--- config.mk ---
export PLATFORM = sky130hd
export DESIGN_NAME = int_ctrl
export DESIGN_NICKNAME = d
export VERILOG_FILES = /design/src/rtl/int_ctrl.sv
export SDC_FILE = /design/constraint.sdc
export NUM_CORES = 1
export LEC_CHECK = 0
export CORE_MARGIN = 1.5
export CORE_UTILIZATION = 65
export CTS_BUF_LIST = sky130_fd_sc_hd__clkbuf_8
export DETAILED_ROUTE_END_ITERATION = 10
export DONT_BUFFER_PORTS = 1
export PLACE_DENSITY_LB_ADDON = 0.08
export SYNTH_ARGS = -nofsm -noshare
export SYNTH_HDL_FRONTEND = slang
export SYNTH_SLANG_ARGS = --single-unit
--- constraint.sdc ---
create_clock -name clk -period 1.91 [get_ports clk]
set_input_delay 0.2865 -clock clk [delete_from_list [all_inputs] [get_ports clk]]
set_output_delay 0.2865 -clock clk [all_outputs]
set_load 0.03 [all_outputs]
--- src/rtl/int_ctrl.sv ---
// int_ctrl: synchronises/latches device IRQs, masks and fixed-priority arbitrates them onto CP0 Int via req/ack/eoi.
// irq_in -> int_out in 3 clocks (+2 with INT_CTRL_GLITCH_FILTER_EN); no backpressure, one interrupt in flight at a time.
module int_ctrl #(
    parameter int NUM_IRQ     = 5,
    parameter int SYNC_STAGES = 2
) (
    input  logic               clk,
    input  logic               rst,
    input  logic [NUM_IRQ-1:0] irq_in,
    input  logic               wr_en,
    input  logic [1:0]         wr_addr,
    input  logic [31:0]        wr_data,
    input  logic [1:0]         rd_addr,
    output logic [31:0]        rd_data,
    input  logic               int_ack,
    input  logic               eoi,
    output logic [NUM_IRQ-1:0] int_out,
    output logic [2:0]         int_id,
    output logic               busy
);

    typedef enum logic [1:0] {
        IDLE    = 2'd0,
        REQ     = 2'd1,
        SERVICE = 2'd2
    } state_t;

    localparam logic [1:0] A_MASK    = 2'd0;
    localparam logic [1:0] A_MODE    = 2'd1;
    localparam logic [1:0] A_PENDING = 2'd2;
    localparam logic [1:0] A_STATUS  = 2'd3;

    state_t state, state_nxt;

    logic [SYNC_STAGES-1:0][NUM_IRQ-1:0] sync_q;
    logic [NUM_IRQ-1:0] raw;
    logic [NUM_IRQ-1:0] s;
    logic [NUM_IRQ-1:0] s_hist;
    logic [NUM_IRQ-1:0] mask;
    logic [NUM_IRQ-1:0] mode;
    logic [NUM_IRQ-1:0] pending;
    logic [NUM_IRQ-1:0] wdat;
    logic [NUM_IRQ-1:0] mask_nxt;
    logic [NUM_IRQ-1:0] mode_nxt;
    logic [NUM_IRQ-1:0] pending_nxt;
    logic [NUM_IRQ-1:0] w1c;
    logic [NUM_IRQ-1:0] ack_clr;
    logic [NUM_IRQ-1:0] rise;
    logic [NUM_IRQ-1:0] edge_pend;
    logic [NUM_IRQ-1:0] eligible;
    logic [NUM_IRQ-1:0] id_onehot;
    logic [NUM_IRQ-1:0] winner_onehot;
    logic [NUM_IRQ-1:0] int_out_nxt;
    logic [2:0]         winner;
    logic [2:0]         int_id_nxt;
    logic               busy_nxt;
    logic               unused_wr_bits;

    assign wdat           = wr_data[NUM_IRQ-1:0];
    assign unused_wr_bits = ^wr_data[31:NUM_IRQ];

    always_ff @(posedge clk) begin
        if (rst) begin
            sync_q <= '0;
        end else begin
            sync_q[0] <= irq_in;
            for (int k = 1; k < SYNC_STAGES; k++) begin
                sync_q[k] <= sync_q[k-1];
            end
        end
    end

    assign raw = sync_q[SYNC_STAGES-1];

`ifdef INT_CTRL_GLITCH_FILTER_EN
    logic [NUM_IRQ-1:0] raw_d;
    logic [NUM_IRQ-1:0] filt_q;

    // A bit only moves once the synchroniser output agrees with its previous value.
    always_ff @(posedge clk) begin
        if (rst) begin
            raw_d  <= '0;
            filt_q <= '0;
        end else begin
            raw_d  <= raw;
            filt_q <= (~(raw ^ raw_d) & raw) | ((raw ^ raw_d) & filt_q);
        end
    end

    assign s = filt_q;
`else
    assign s = raw;
`endif

    always_comb begin
        mask_nxt = mask;
        mode_nxt = mode;
        w1c      = '0;
        if (wr_en) begin
            case (wr_addr)
                A_MASK:    mask_nxt = wdat;
                A_MODE:    mode_nxt = wdat;
                A_PENDING: w1c      = wdat;
                default:   ;
            endcase
        end
    end

    assign id_onehot = NUM_IRQ'(1) << int_id;
    assign ack_clr   = (state == REQ && int_ack) ? id_onehot : '0;
    assign rise      = s & ~s_hist;
    // Rising edge beats any clear landing in the same cycle.
    assign edge_pend = rise | (pending & ~((w1c | ack_clr) & mode));
    // Bits that are (or are becoming) level track the synchronised line directly.
    assign pending_nxt = (mode_nxt & edge_pend) | (~mode_nxt & s);
    assign eligible    = pending & mask;

    always_ff @(posedge clk) begin
        if (rst) begin
            s_hist  <= '0;
            mask    <= '0;
            mode    <= '0;
            pending <= '0;
        end else begin
            s_hist  <= s;
            mask    <= mask_nxt;
            mode    <= mode_nxt;
            pending <= pending_nxt;
        end
    end

    always_comb begin
        winner = 3'd0;
        for (int i = NUM_IRQ - 1; i >= 0; i--) begin
            if (eligible[i]) winner = 3'(i);
        end
    end

    assign winner_onehot = NUM_IRQ'(1) << winner;

    always_ff @(posedge clk) begin
        if (rst) begin
            state   <= IDLE;
            int_out <= '0;
            int_id  <= 3'd0;
            busy    <= 1'b0;
        end else begin
            state   <= state_nxt;
            int_out <= int_out_nxt;
            int_id  <= int_id_nxt;
            busy    <= busy_nxt;
        end
    end

    always_comb begin
        state_nxt   = state;
        int_out_nxt = int_out;
        int_id_nxt  = int_id;
        busy_nxt    = busy;
        case (state)
            IDLE: begin
                int_out_nxt = '0;
                busy_nxt    = 1'b0;
                if (|eligible) begin
                    int_id_nxt  = winner;
                    int_out_nxt = winner_onehot;
                    busy_nxt    = 1'b1;
                    state_nxt   = REQ;
                end
            end
            REQ: begin
                if (int_ack) begin
                    int_out_nxt = '0;
                    busy_nxt    = 1'b1;
                    state_nxt   = SERVICE;
                end else if (!eligible[int_id]) begin
                    int_out_nxt = '0;
                    busy_nxt    = 1'b0;
                    state_nxt   = IDLE;
                end
            end
            SERVICE: begin
                int_out_nxt = '0;
                busy_nxt    = 1'b1;
                if (eoi) begin
                    busy_nxt  = 1'b0;
                    state_nxt = IDLE;
                end
            end
            default: begin
                int_out_nxt = '0;
                busy_nxt    = 1'b0;
                state_nxt   = IDLE;
            end
        endcase
    end

    always_comb begin
        rd_data = 32'd0;
        case (rd_addr)
            A_MASK:    rd_data[NUM_IRQ-1:0] = mask;
            A_MODE:    rd_data[NUM_IRQ-1:0] = mode;
            A_PENDING: rd_data[NUM_IRQ-1:0] = pending;
            A_STATUS:  rd_data[5:0]         = {state, busy, int_id};
            default:   rd_data = 32'd0;
        endcase
    end

endmodule

==> impl_metrics.tcl, run 1 <==
set metrics [dict create \
    cts_root_buffer "clkbuf_8" \
    min-delay-path-class "in -> reg" \
    ctsResizeCount 0 \
    clk-insertion-delay-late_ns 0.29 \
    fill_cells 273 \
    dpl.cell_count 263 \
    post-route-period-util 0.943 \
    maxSlewViolCount 0 \
    maxSlewHeadroom 0.598 \
    antenna_found_initial 0 \
    syn_to_final_growth_pct 0.232 \
    diodes 0 \
    cts_buffers 5 \
    required_ns 1.62 \
    yosysWarnings 0 \
    power_frac_clock 0.328 \
    path_clk_slew_ns 0.07 \
    grt_pass1_wl_um 6490 \
    cp_data_arrival_time_ns 1.51 \
    setup_viol 0 \
    via_per_inst 5.69 \
    ys.flop_type "dfxtp_1" \
    crit_fanout 9 \
    detail_route.iter0.violations 78 \
    firstDrtPassIters 4 \
    tns_ns 0 \
    htree_levels 2 \
    hpwl_um 3040 \
    syn_avg_cell_area_um2 9.50 \
    switching_share 0.255 \
    cts_tree "yes" \
    final_nets 272 \
    min_to "raw[1]" \
    drc 0 \
    maxCapViolations 0 \
    switching_power_w 0.000401 \
    wl_per_cell_um 15.0 \
    drive_above_1_share 0.106 \
    yosysSeqAreaShare 0.381 \
    fin_skew_ns 0.00690 \
    mostFrequentLayoutCell "dfxtp_1" \
    final_cell_mix "41 x dfxtp_1, 26 x conb_1, 18 x nor2_1" \
    crit_type "reg -> out" \
    max_freq_mhz 555 \
    synthTopCellsByArea "dfxtp_1 38%, buf_4 9.4%, mux4_2 6.3%" \
    rsz0062_at_grt "false" \
    clock_sinks 41 \
    start_util 0.695 \
    power_w 0.00157 \
    combPwrFrac 0.100 \
    worstReg2RegEnd "int_out[2]" \
    clk_path_buf_depth 2 \
    min_path_cells 1 \
    antenna_left 0 \
    syn_inst 227 \
    leakage_nw 0.828 \
    die_y_um 60.6 \
    floorplan.die.width_um 60.6 \
    rows 20 \
    status "finished clean" \
    cts_setup_buffers 0 \
    holdBufCountCts 0 \
    seqPwrFrac 0.572 \
    worst-r2r-setup-slack_ns 0.27 \
    synth_edf_count 0 \
    grt_pass1_vias 1468 \
    grt_max_degree 45 \
    synth_top_area_share 0.381 \
    async_reset_ff_frac 0 \
    yosys_register_bits 41 \
    finalHoldViolCount 0 \
    hold_ws_ns 0.0592 \
    startpoint_type "flip-flop" \
    crit_path_end_kind "output pin" \
    fin_crit_ns 1.80 \
    grt_use_total 0.242 \
    port_buffers 0 \
    vdd_drop_max_v 0.000548 \
    rr_startpoint "int_id[0]" \
    synth_area_um2 2160 \
    hp-start "rst" \
    tightestPinTransition_ns 0.600 \
    p_int_w 0.00117 \
    finalWirelength_um 4060 \
    power-per-cell-area_nw_per_um2 727 \
    final_cells 271 \
    synth_cell_types 50 \
    via_count 1543 \
    ios 87 \
    ff2ff_path_depth 5 \
    dieArea_um2 3670 \
    core_area_um2 3100 \
    grt_overflow 0 \
    globalplace.congestion 0.816 \
    synth_top_area_cell "dfxtp_1" \
]
[power groups by stage]
stage / Combinational [W] / Sequential (W) / Clock, W
3_3_place_gp: 0.000154 / 0.000917 / 0
2_1_floorplan: 0.000205 / 0.000912 / 0
4_1_cts: 0.000157 / 0.000899 / 0.000527
6_report: 0.000158 / 0.000899 / 0.000515
5_1_grt: 0.000169 / 0.000902 / 0.000572
3_5_place_dp: 0.000156 / 0.000918 / 0
[cells in the mapped netlist (2+ instances only)]
| master | number |
|---|---|
| dfxtp_1 | 41 |
| buf_4 | 27 |
| nor2_1 | 18 |
| nor2b_1 | 16 |
| a21oi_1 | 13 |
| mux2i_1 | 12 |
| inv_1 | 10 |
| o21ai_0 | 8 |
| clkbuf_1 | 6 |
| mux4_2 | 6 |
| nand2_1 | 6 |
| nand2b_1 | 5 |
| nor3b_1 | 5 |
| and2_1 | 4 |
| nand3b_1 | 4 |
| and3b_1 | 3 |
| a2111oi_0 | 2 |
| a211oi_1 | 2 |
| a31oi_1 | 2 |
| and3_1 | 2 |
| nand3_1 | 2 |
| nor3_2 | 2 |
| nor4_1 | 2 |
| nor4b_1 | 2 |
| o21bai_1 | 2 |
[through the flow]
| stage | setup slack [ns] | util | area, µm² |
|---|---|---|---|
| after floorplan | 0.231 | - | 2250 |
| after global placement | 0.353 | 0.671 | 2080 |
| after detailed placement | 0.274 | 0.671 | 2080 |
| after CTS | 0.115 | 0.696 | 2160 |
| after global routing | 0.0792 | 0.696 | 2160 |
| final | 0.110 | 0.696 | 2160 |
[state kept, by name (all words and copies together) (netlist names)]
signal,flops
mask,5
state,2
busy,1
s_hist,5
raw,5
pending,5
mode,5
int_id,3
int_out,5
sync_q,5
[how the worst max path moves through the flow]
stage	from	to	slack (ns)	cells after the start
2_1_floorplan	int_id[0]	state[0]	0.23	4
3_3_place_gp	int_id[0]	state[0]	0.35	3
3_5_place_dp	int_id[0]	int_out[2]	0.27	5
4_1_cts	int_id[1]	rd_data[1]	0.12	2
5_1_grt	int_id[1]	rd_data[1]	0.08	2
6_report	int_id[1]	rd_data[1]	0.11	2
[kinds of logic after synthesis]
kind of cell / count (synthesis) / synth area share
multiplexers: 18 / 0.118
AO/OA/AOI/OAI: 42 / 0.135
buffers and inverters: 46 / 0.132
flip-flops: 41 / 0.381
AND/OR/NAND/NOR: 79 / 0.232
other: 1 / 0.00174
[layer usage]
metal | part of all wire | GRT usage
met3 | 0.070 | 0.0618
met2 | 0.50 | 0.396
met4 | 0.024 | 0.134
met1 | 0.41 | 0.292
met5 | 0 | 0
[worst max-delay path, stage by stage (launching register included)]
cell and delay, ns:
dfxtp_1 0.42, buf_4 0.22, mux4_2 0.58
[area by class of cell]
cell class              instances  area (µm²)  share of cell area
multi-input cells             165        1140               0.530
flip-flops and latches         41         821               0.380
clock buffers                   5        68.8              0.0318
well taps                      44        55.1              0.0255
inverters                      10        37.5              0.0174
repair buffers                  3        22.5              0.0104
clock inverters                 3        11.3             0.00521
Note: power is estimated with default switching activity, not from simulation.
==> run 2: changes to the inputs <==
CTS_CLUSTER_SIZE = 8   (was default)
==> results of run 2 <==
The final DEF is identical to that of run 1; final timing and power are the same.
==> run 3: changes to the inputs <==
CTS_CLUSTER_SIZE = 14   (was 8)
==> results of run 3 <==
The final DEF is identical to that of run 1; final timing and power are the same.
